--- src/rtl/lcd_pkg.sv ---
// Shared FSM state type and HD44780 constants for the LCD bus scheduler.
// The init ROM is only consumed when LCD_INIT_SEQ_EN is defined.
package lcd_pkg;

  typedef enum logic [2:0] {
    ST_IDLE  = 3'd0,
    ST_PWRUP = 3'd1,
    ST_SETUP = 3'd2,
    ST_PULSE = 3'd3,
    ST_WAIT  = 3'd4
  } lcd_state_e;

  localparam logic [7:0] CMD_CLR    = 8'h01;
  localparam logic [7:0] CMD_HOME   = 8'h02;
  localparam logic [7:0] FUNC_SET   = 8'h38;
  localparam logic [7:0] DISP_ON    = 8'h0C;
  localparam logic [7:0] ENTRY_MODE = 8'h06;

  localparam int         INIT_LEN  = 4;
  localparam logic [1:0] INIT_LAST = 2'(INIT_LEN - 32'sd1);

  function automatic logic [7:0] init_byte(input logic [1:0] idx);
    logic [7:0] b;
    case (idx)
      2'd0:    b = FUNC_SET;
      2'd1:    b = DISP_ON;
      2'd2:    b = CMD_CLR;
      2'd3:    b = ENTRY_MODE;
      default: b = FUNC_SET;
    endcase
    return b;
  endfunction

  // Clear and home need the long post-write wait.
  function automatic logic is_long_cmd(input logic rs, input logic [7:0] data);
    return (rs == 1'b0) && ((data == CMD_CLR) || (data == CMD_HOME));
  endfunction

endpackage

--- src/rtl/lcd_bus_sched_if.sv ---
// Requester-side handshake and LCD pin bundle for lcd_bus_sched.
interface lcd_bus_sched_if;
  logic [1:0] req;
  logic [1:0] req_rs;
  logic [7:0] req_data0;
  logic [7:0] req_data1;
  logic [1:0] gnt;
  logic       busy;
  logic [7:0] lcd_data;
  logic       en;
  logic       rs;
  logic       wr;

  modport master (
    output req, req_rs, req_data0, req_data1,
    input  gnt, busy, lcd_data, en, rs, wr
  );

  modport slave (
    input  req, req_rs, req_data0, req_data1,
    output gnt, busy, lcd_data, en, rs, wr
  );
endinterface

--- src/rtl/lcd_rr_arb.sv ---
// Two-way round-robin arbiter: one-hot grant from req, pointer moves only on advance.
module lcd_rr_arb (
  input  logic       clk,
  input  logic       rst,
  input  logic [1:0] req,
  input  logic       advance,
  output logic [1:0] grant
);
  logic last_r;

  // Contention goes to the requester that did not win last time.
  always_comb begin
    grant = 2'b00;
    case (req)
      2'b01:   grant = 2'b01;
      2'b10:   grant = 2'b10;
      2'b11:   grant = last_r ? 2'b01 : 2'b10;
      default: grant = 2'b00;
    endcase
  end

  // Reset marks requester 1 as last winner so requester 0 is favoured first.
  always_ff @(posedge clk) begin
    if (rst) begin
      last_r <= 1'b1;
    end else if (advance && (grant != 2'b00)) begin
      last_r <= grant[1];
    end else begin
      last_r <= last_r;
    end
  end
endmodule

--- src/rtl/lcd_bus_sched.sv ---
// HD44780 bus scheduler: arbitrates two byte writers, times en pulse and busy wait.
// Optional power-up init sequence enabled by defining LCD_INIT_SEQ_EN.
module lcd_bus_sched
  import lcd_pkg::*;
#(
  parameter int CNT_W   = 20,
  parameter int T_SETUP = 2,
  parameter int T_EN    = 12,
  parameter int T_CMD   = 2000,
  parameter int T_CLR   = 82000,
  parameter int T_PWRUP = 750000
) (
  input logic            clk,
  input logic            rst,
  lcd_bus_sched_if.slave bus
);
  localparam longint CNT_MAX = (64'sd1 <<< CNT_W) - 64'sd1;

  if ((T_SETUP < 32'sd1) || (T_EN < 32'sd1) || (T_CMD < 32'sd1) || (T_CLR < 32'sd1) ||
      (T_PWRUP < 32'sd1) || (longint'(T_SETUP) - 64'sd1 > CNT_MAX) ||
      (longint'(T_EN) - 64'sd1 > CNT_MAX) || (longint'(T_CMD) - 64'sd1 > CNT_MAX) ||
      (longint'(T_CLR) - 64'sd1 > CNT_MAX) || (longint'(T_PWRUP) - 64'sd1 > CNT_MAX))
  begin : g_param_check
    $error("lcd_bus_sched: timing parameter below 1 or too wide for CNT_W");
  end

  localparam logic [CNT_W-1:0] CNT_ZERO = {CNT_W{1'b0}};
  localparam logic [CNT_W-1:0] CNT_ONE  = {{(CNT_W-1){1'b0}}, 1'b1};
  localparam logic [CNT_W-1:0] SETUP_LD = CNT_W'(T_SETUP - 32'sd1);
  localparam logic [CNT_W-1:0] EN_LD    = CNT_W'(T_EN - 32'sd1);
  localparam logic [CNT_W-1:0] CMD_LD   = CNT_W'(T_CMD - 32'sd1);
  localparam logic [CNT_W-1:0] CLR_LD   = CNT_W'(T_CLR - 32'sd1);
`ifdef LCD_INIT_SEQ_EN
  localparam lcd_state_e       RST_STATE = ST_PWRUP;
  localparam logic [CNT_W-1:0] RST_CNT   = CNT_W'(T_PWRUP - 32'sd1);
  localparam logic             RST_BUSY  = 1'b1;
`else
  localparam lcd_state_e       RST_STATE = ST_IDLE;
  localparam logic [CNT_W-1:0] RST_CNT   = {CNT_W{1'b0}};
  localparam logic             RST_BUSY  = 1'b0;
`endif

  lcd_state_e       state_r, state_s;
  logic [CNT_W-1:0] cnt_r, cnt_s;
  logic [7:0]       data_r, data_s;
  logic             rs_r, rs_s;
  logic             en_r, en_s;
  logic             busy_r, busy_s;
  logic [1:0]       gnt_r, gnt_s;
  logic [1:0]       arb_gnt_s;
  logic             adv_s;
`ifdef LCD_INIT_SEQ_EN
  logic [1:0]       idx_r, idx_s;
  logic             init_r, init_s;
`endif

  lcd_rr_arb u_arb (
    .clk    (clk),
    .rst    (rst),
    .req    (bus.req),
    .advance(adv_s),
    .grant  (arb_gnt_s)
  );

  // Next state, shared down-counter and bus register values.
  always_comb begin
    state_s = state_r;
    cnt_s   = cnt_r;
    data_s  = data_r;
    rs_s    = rs_r;
    en_s    = 1'b0;
    gnt_s   = 2'b00;
    adv_s   = 1'b0;
`ifdef LCD_INIT_SEQ_EN
    idx_s   = idx_r;
    init_s  = init_r;
`endif
    case (state_r)
      ST_IDLE: begin
        if (bus.req != 2'b00) begin
          adv_s   = 1'b1;
          gnt_s   = arb_gnt_s;
          data_s  = arb_gnt_s[1] ? bus.req_data1 : bus.req_data0;
          rs_s    = arb_gnt_s[1] ? bus.req_rs[1] : bus.req_rs[0];
          cnt_s   = SETUP_LD;
          state_s = ST_SETUP;
        end else begin
          state_s = ST_IDLE;
        end
      end
      ST_SETUP: begin
        if (cnt_r == CNT_ZERO) begin
          state_s = ST_PULSE;
          cnt_s   = EN_LD;
          en_s    = 1'b1;
        end else begin
          cnt_s   = cnt_r - CNT_ONE;
        end
      end
      ST_PULSE: begin
        if (cnt_r == CNT_ZERO) begin
          state_s = ST_WAIT;
          cnt_s   = is_long_cmd(rs_r, data_r) ? CLR_LD : CMD_LD;
        end else begin
          en_s    = 1'b1;
          cnt_s   = cnt_r - CNT_ONE;
        end
      end
      ST_WAIT: begin
        if (cnt_r == CNT_ZERO) begin
`ifdef LCD_INIT_SEQ_EN
          if (init_r && (idx_r != INIT_LAST)) begin
            idx_s   = idx_r + 2'd1;
            data_s  = init_byte(idx_r + 2'd1);
            rs_s    = 1'b0;
            cnt_s   = SETUP_LD;
            state_s = ST_SETUP;
          end else begin
            init_s  = 1'b0;
            state_s = ST_IDLE;
          end
`else
          state_s = ST_IDLE;
`endif
        end else begin
          cnt_s   = cnt_r - CNT_ONE;
        end
      end
      ST_PWRUP: begin
`ifdef LCD_INIT_SEQ_EN
        if (cnt_r == CNT_ZERO) begin
          idx_s   = 2'd0;
          data_s  = init_byte(2'd0);
          rs_s    = 1'b0;
          cnt_s   = SETUP_LD;
          state_s = ST_SETUP;
        end else begin
          cnt_s   = cnt_r - CNT_ONE;
        end
`else
        state_s = ST_IDLE;
`endif
      end
      default: state_s = ST_IDLE;
    endcase
    busy_s = (state_s != ST_IDLE);
  end

  // State and output registers; reset aborts any transaction in flight.
  always_ff @(posedge clk) begin
    if (rst) begin
      state_r <= RST_STATE;
      cnt_r   <= RST_CNT;
      data_r  <= 8'h00;
      rs_r    <= 1'b0;
      en_r    <= 1'b0;
      gnt_r   <= 2'b00;
      busy_r  <= RST_BUSY;
`ifdef LCD_INIT_SEQ_EN
      idx_r   <= 2'd0;
      init_r  <= 1'b1;
`endif
    end else begin
      state_r <= state_s;
      cnt_r   <= cnt_s;
      data_r  <= data_s;
      rs_r    <= rs_s;
      en_r    <= en_s;
      gnt_r   <= gnt_s;
      busy_r  <= busy_s;
`ifdef LCD_INIT_SEQ_EN
      idx_r   <= idx_s;
      init_r  <= init_s;
`endif
    end
  end

  assign bus.gnt      = gnt_r;
  assign bus.busy     = busy_r;
  assign bus.lcd_data = data_r;
  assign bus.en       = en_r;
  assign bus.rs       = rs_r;
  assign bus.wr       = 1'b0;
endmodule

--- src/flat_wrapper.sv ---
// flat-port wrapper written by rule: the top's interface ports become plain ports
module lcd_bus_sched_flat import lcd_pkg::*;
#(
  parameter int CNT_W   = 20,
  parameter int T_SETUP = 2,
  parameter int T_EN    = 12,
  parameter int T_CMD   = 2000,
  parameter int T_CLR   = 82000,
  parameter int T_PWRUP = 750000
)
  (clk, rst, bus_req, bus_req_rs, bus_req_data0, bus_req_data1, bus_gnt, bus_busy, bus_lcd_data, bus_en, bus_rs, bus_wr);
  lcd_bus_sched_if bus_i ();
  input logic clk;
  input logic rst;
  input wire logic [$bits(bus_i.req)-1:0] bus_req;
  input wire logic [$bits(bus_i.req_rs)-1:0] bus_req_rs;
  input wire logic [$bits(bus_i.req_data0)-1:0] bus_req_data0;
  input wire logic [$bits(bus_i.req_data1)-1:0] bus_req_data1;
  output wire logic [$bits(bus_i.gnt)-1:0] bus_gnt;
  output wire logic [$bits(bus_i.busy)-1:0] bus_busy;
  output wire logic [$bits(bus_i.lcd_data)-1:0] bus_lcd_data;
  output wire logic [$bits(bus_i.en)-1:0] bus_en;
  output wire logic [$bits(bus_i.rs)-1:0] bus_rs;
  output wire logic [$bits(bus_i.wr)-1:0] bus_wr;
  assign bus_i.req = bus_req;
  assign bus_i.req_rs = bus_req_rs;
  assign bus_i.req_data0 = bus_req_data0;
  assign bus_i.req_data1 = bus_req_data1;
  assign bus_gnt = bus_i.gnt;
  assign bus_busy = bus_i.busy;
  assign bus_lcd_data = bus_i.lcd_data;
  assign bus_en = bus_i.en;
  assign bus_rs = bus_i.rs;
  assign bus_wr = bus_i.wr;
  lcd_bus_sched #(.CNT_W(CNT_W), .T_SETUP(T_SETUP), .T_EN(T_EN), .T_CMD(T_CMD), .T_CLR(T_CLR), .T_PWRUP(T_PWRUP)) u_core (.clk(clk), .rst(rst), .bus(bus_i));
endmodule
--- config.mk ---
export PLATFORM = sky130hd
export DESIGN_NAME = lcd_bus_sched_flat
export DESIGN_NICKNAME = d
export VERILOG_FILES = /design/src/rtl/lcd_pkg.sv /design/src/rtl/lcd_bus_sched_if.sv /design/src/rtl/lcd_rr_arb.sv /design/src/rtl/lcd_bus_sched.sv /design/src/flat_wrapper.sv
export SDC_FILE = /design/constraint.sdc
export NUM_CORES = 1
export LEC_CHECK = 0
export ABC_AREA = 1
export CORE_MARGIN = 10
export CORE_UTILIZATION = 45
export CTS_CLUSTER_SIZE = 16
export DETAILED_ROUTE_END_ITERATION = 7
export PLACE_DENSITY = 0.7
export SLEW_MARGIN = 20
export SYNTH_ARGS = -nofsm -noshare
export SYNTH_HDL_FRONTEND = slang
export SYNTH_SLANG_ARGS = --single-unit
--- constraint.sdc ---
create_clock -name clk -period 3.15 [get_ports clk]
set_input_delay 0.4725 -clock clk [delete_from_list [all_inputs] [get_ports clk]]
set_output_delay 0.4725 -clock clk [all_outputs]
set_load 0.01 [all_outputs]
==> flow_summary.json <==
{
  "comb_power_share": 0.645,
  "path_class": "reg -> reg",
  "num_rows": 24,
  "clk_pin_slew_ns": 0.07,
  "r2r-end": "u_core.cnt_r[11]",
  "syn_area_um2": 2030,
  "busiest_layer": "met2",
  "timing_hold_violations_final": 0,
  "grt_pass1_wl_mm": 8.89,
  "core-area_um2": 4350,
  "worstSkewPairLatency_ns": 0.29,
  "vdd_drop_max_uv": 507,
  "die_h_um": 87.2,
  "clock_skew_ns": 0.00569,
  "r2r_slack_ns": 1.10,
  "clockRootBuffer": "clkbuf_8",
  "synthCells": 316,
  "fin_setup_tns_ns": 0,
  "final_layout_size_suffix_gt1_frac": 0.0511,
  "num_io_pins": 36,
  "required_ns": 3.34,
  "min_path_type": "reg -> reg",
  "dieArea_um2": 7600,
  "cts_made_buffers": 5,
  "maxSlewViolCount": 0,
  "grt_usage": 0.141,
  "total_leakage_power_nw": 1.12,
  "fmax_mhz": 487,
  "synth_top_area_share": 0.365,
  "grt-ovfl-total": 0,
  "fillers": 422,
  "maxCapViolations": 0,
  "first_iter_violations": 117,
  "p_switching_mw": 1.59,
  "cp.arrival_ns": 2.24,
  "rsz0062_at_grt": "false",
  "fin_crit_ns": 2.05,
  "ys_types": 30,
  "cts.sinks": 37,
  "drt_first_pass_iters": 4,
  "setup_violations": 0,
  "wl_per_cell_um": 12.3,
  "vias": 2036,
  "tightestPinTransition_ns": 0.612,
  "yosys_register_bits": 37,
  "cts_tree": "done",
  "synthesis.nets": 339,
  "min_to": "u_core.u_arb.last_r",
  "ys_top_cells_by_area": "dfxtp_1 (36%), nand2_1 (17%), nor2_1 (9.6%)",
  "status": "completed",
  "htree_levels": 2,
  "yosys_warnings": 0,
  "pwr-share-seq": 0.252,
  "area_growth_pct": 23.4,
  "relSlewSlack": 0.592,
  "io_buffers": 34,
  "yosys.area.top_type": "dfxtp_1",
  "min_from": "u_core.u_arb.last_r",
  "grt_use_met1": 0.171,
  "syn_area_per_cell_um2": 6.43,
  "min_path_cells": 2,
  "antenna_found_initial": 0,
  "grt_max_degree": 22,
  "multiInputGateArea_um2": 1130,
  "p_int_mw": 1.53,
  "diodes": 0,
  "postCtsSetupBuffers": 0,
  "ant_nets": 0,
  "nNetsFinal": 374,
  "end_kind": "flip-flop",
  "dp_hpwl_mm": 3.80,
  "drc_errors": 0,
  "final-seq-area_um2": 741,
  "yosysSeqAreaShare": 0.365,
  "clock_path_buffers": 2,
  "grt_pass1_vias": 1972,
  "finalWorstSetupSlack_ns": 1.10,
  "gp_congestion": 0.837,
  "clockPowerShare": 0.103,
  "r2r_cells": 9,
  "switching_share": 0.510,
  "post_cts_resize_count": 0,
  "r2r_start": "u_core.cnt_r[0]",
  "dp_slack_ns": 1.04,
  "fin_crit_sh": 0.651,
  "die_width_um": 87.2,
  "p_per_area_nw_per_um2": 1250,
  "viasPerCell": 5.04,
  "use_met2": 0.217,
  "hold_buffers": 0,
  "met3_usage": 0.0665,
  "cp_max_fo": 19,
  "drt_wl_total_mm": 4.98,
  "initial_utilization": 0.466,
  "start_kind": "flip-flop"
}
[worst max-delay path by stage]
stage	startpoint	to	cells past startpoint
after CTS	u_core.cnt_r[0]	u_core.cnt_r[11]	9
after detailed placement	bus_req[0]	u_core.cnt_r[11]	9
after floorplan	u_core.cnt_r[0]	u_core.cnt_r[11]	9
final	u_core.cnt_r[0]	u_core.cnt_r[11]	9
after global placement	bus_req[0]	u_core.cnt_r[11]	9
after global routing	u_core.cnt_r[0]	u_core.cnt_r[11]	9
[registers in the layout, indices dropped and copies added, names as in the netlist]
signal,cells
u_core.u_arb.last_r,1
u_core.bus.en,1
u_core.state_r,3
u_core.bus.gnt,2
u_core.bus.rs,1
u_core.bus.lcd_data,8
u_core.bus.busy,1
u_core.cnt_r,20
[final cells by class]
cell class              instances  share of cell area
clock inverters                 2             0.00400
repair buffers                 38               0.148
clock buffers                   6              0.0290
multi-input cells             239               0.453
inverters                      30              0.0450
flip-flops and latches         37               0.296
well taps                      52              0.0260
[metrics by stage]
stage	cells	hold WS (ns)	power, mW	area [um2]	util
6_report	404	0.475	3.12	2500	0.575
5_1_grt	404	0.499	3.51	2500	0.575
4_1_cts	404	0.484	3.14	2500	0.575
3_5_place_dp	396	0.471	2.80	2420	0.556
3_3_place_gp	396	0.473	2.78	2420	0.556
2_1_floorplan	316	0.442	2.32	2030	-
[cell families (layout without fill, tap and decap cells)]
kind of cell	count (synthesis)	in the layout	share of synthesized area
other cells	1	1	0.00185
simple gates	170	170	0.350
fa+ha+maj	1	1	0.00616
buf+inv	40	76	0.0801
flops	37	37	0.365
compound gates	60	60	0.167
xor+xnor	7	7	0.0302
[cell usage after synthesis]
cell	instances
o21ai_4	1
o21bai_1	1
o211ai_1	1
nor3b_1	2
nor4_1	1
o22ai_1	9
nand3_1	14
a21oi_1	25
dfxtp_1	37
nand2_1	90
xnor2_1	4
a31oi_1	1
a21oi_2	2
ha_1	1
buf_4	1
o21ai_0	19
xor2_1	3
conb_1	1
a22oi_1	1
inv_1	30
nand3_4	1
nor3_1	4
buf_2	1
nor2_4	2
nand4_1	2
nand3b_1	1
clkbuf_1	7
buf_6	1
and2_0	1
nor2_1	52
[worst max-delay path, cell delays in order, from the launching register on]
cell and delay, ns:
dfxtp_1 0.32, inv_1 0.09, ha_1 0.18, nand2_1 0.12, nor2_4 0.23, nand3_4 0.18, o21ai_4 0.43, nor2_1 0.17
o21ai_0 0.18, nor2_1 0.05
[per-layer routing]
layer / share of wire / routed length, um / vias to the layer above
met5: 0 / 0 / -
met1: 0.48 / 2380 / 894
met3: 0.076 / 376 / 5
met2: 0.44 / 2190 / 53
li1: - / - / 1084
met4: 0.0062 / 31 / 0
[layout by cell type, fill, tap and decap left out]
cell type	instances
a21oi_1	25
a21oi_2	2
a22oi_1	1
a31oi_1	1
and2_0	1
buf_4	4
clkbuf_1	1
clkbuf_8	5
clkdlybuf4s50_1	34
clkinv_2	2
conb_1	1
dfxtp_1	37
ha_1	1
inv_1	30
nand2_1	90
nand3_1	14
nand3_4	1
nand3b_1	1
nand4_1	2
nor2_1	52
nor2_4	2
nor3_1	4
nor3b_1	2
nor4_2	1
o211ai_1	1
o21ai_0	19
o21ai_4	1
o21bai_1	1
o22ai_1	9
xnor2_1	4
xor2_1	3
[power groups by stage]
stage / Sequential [mW] / Combinational [mW] / Clock [mW]
after floorplan: 0.778 / 1.54 / 0
after global placement: 0.787 / 1.99 / 0
after detailed placement: 0.789 / 2.01 / 0
after CTS: 0.781 / 2.02 / 0.333
after global routing: 0.812 / 2.35 / 0.352
final: 0.785 / 2.01 / 0.322
Power figures use the tool's default switching activity.
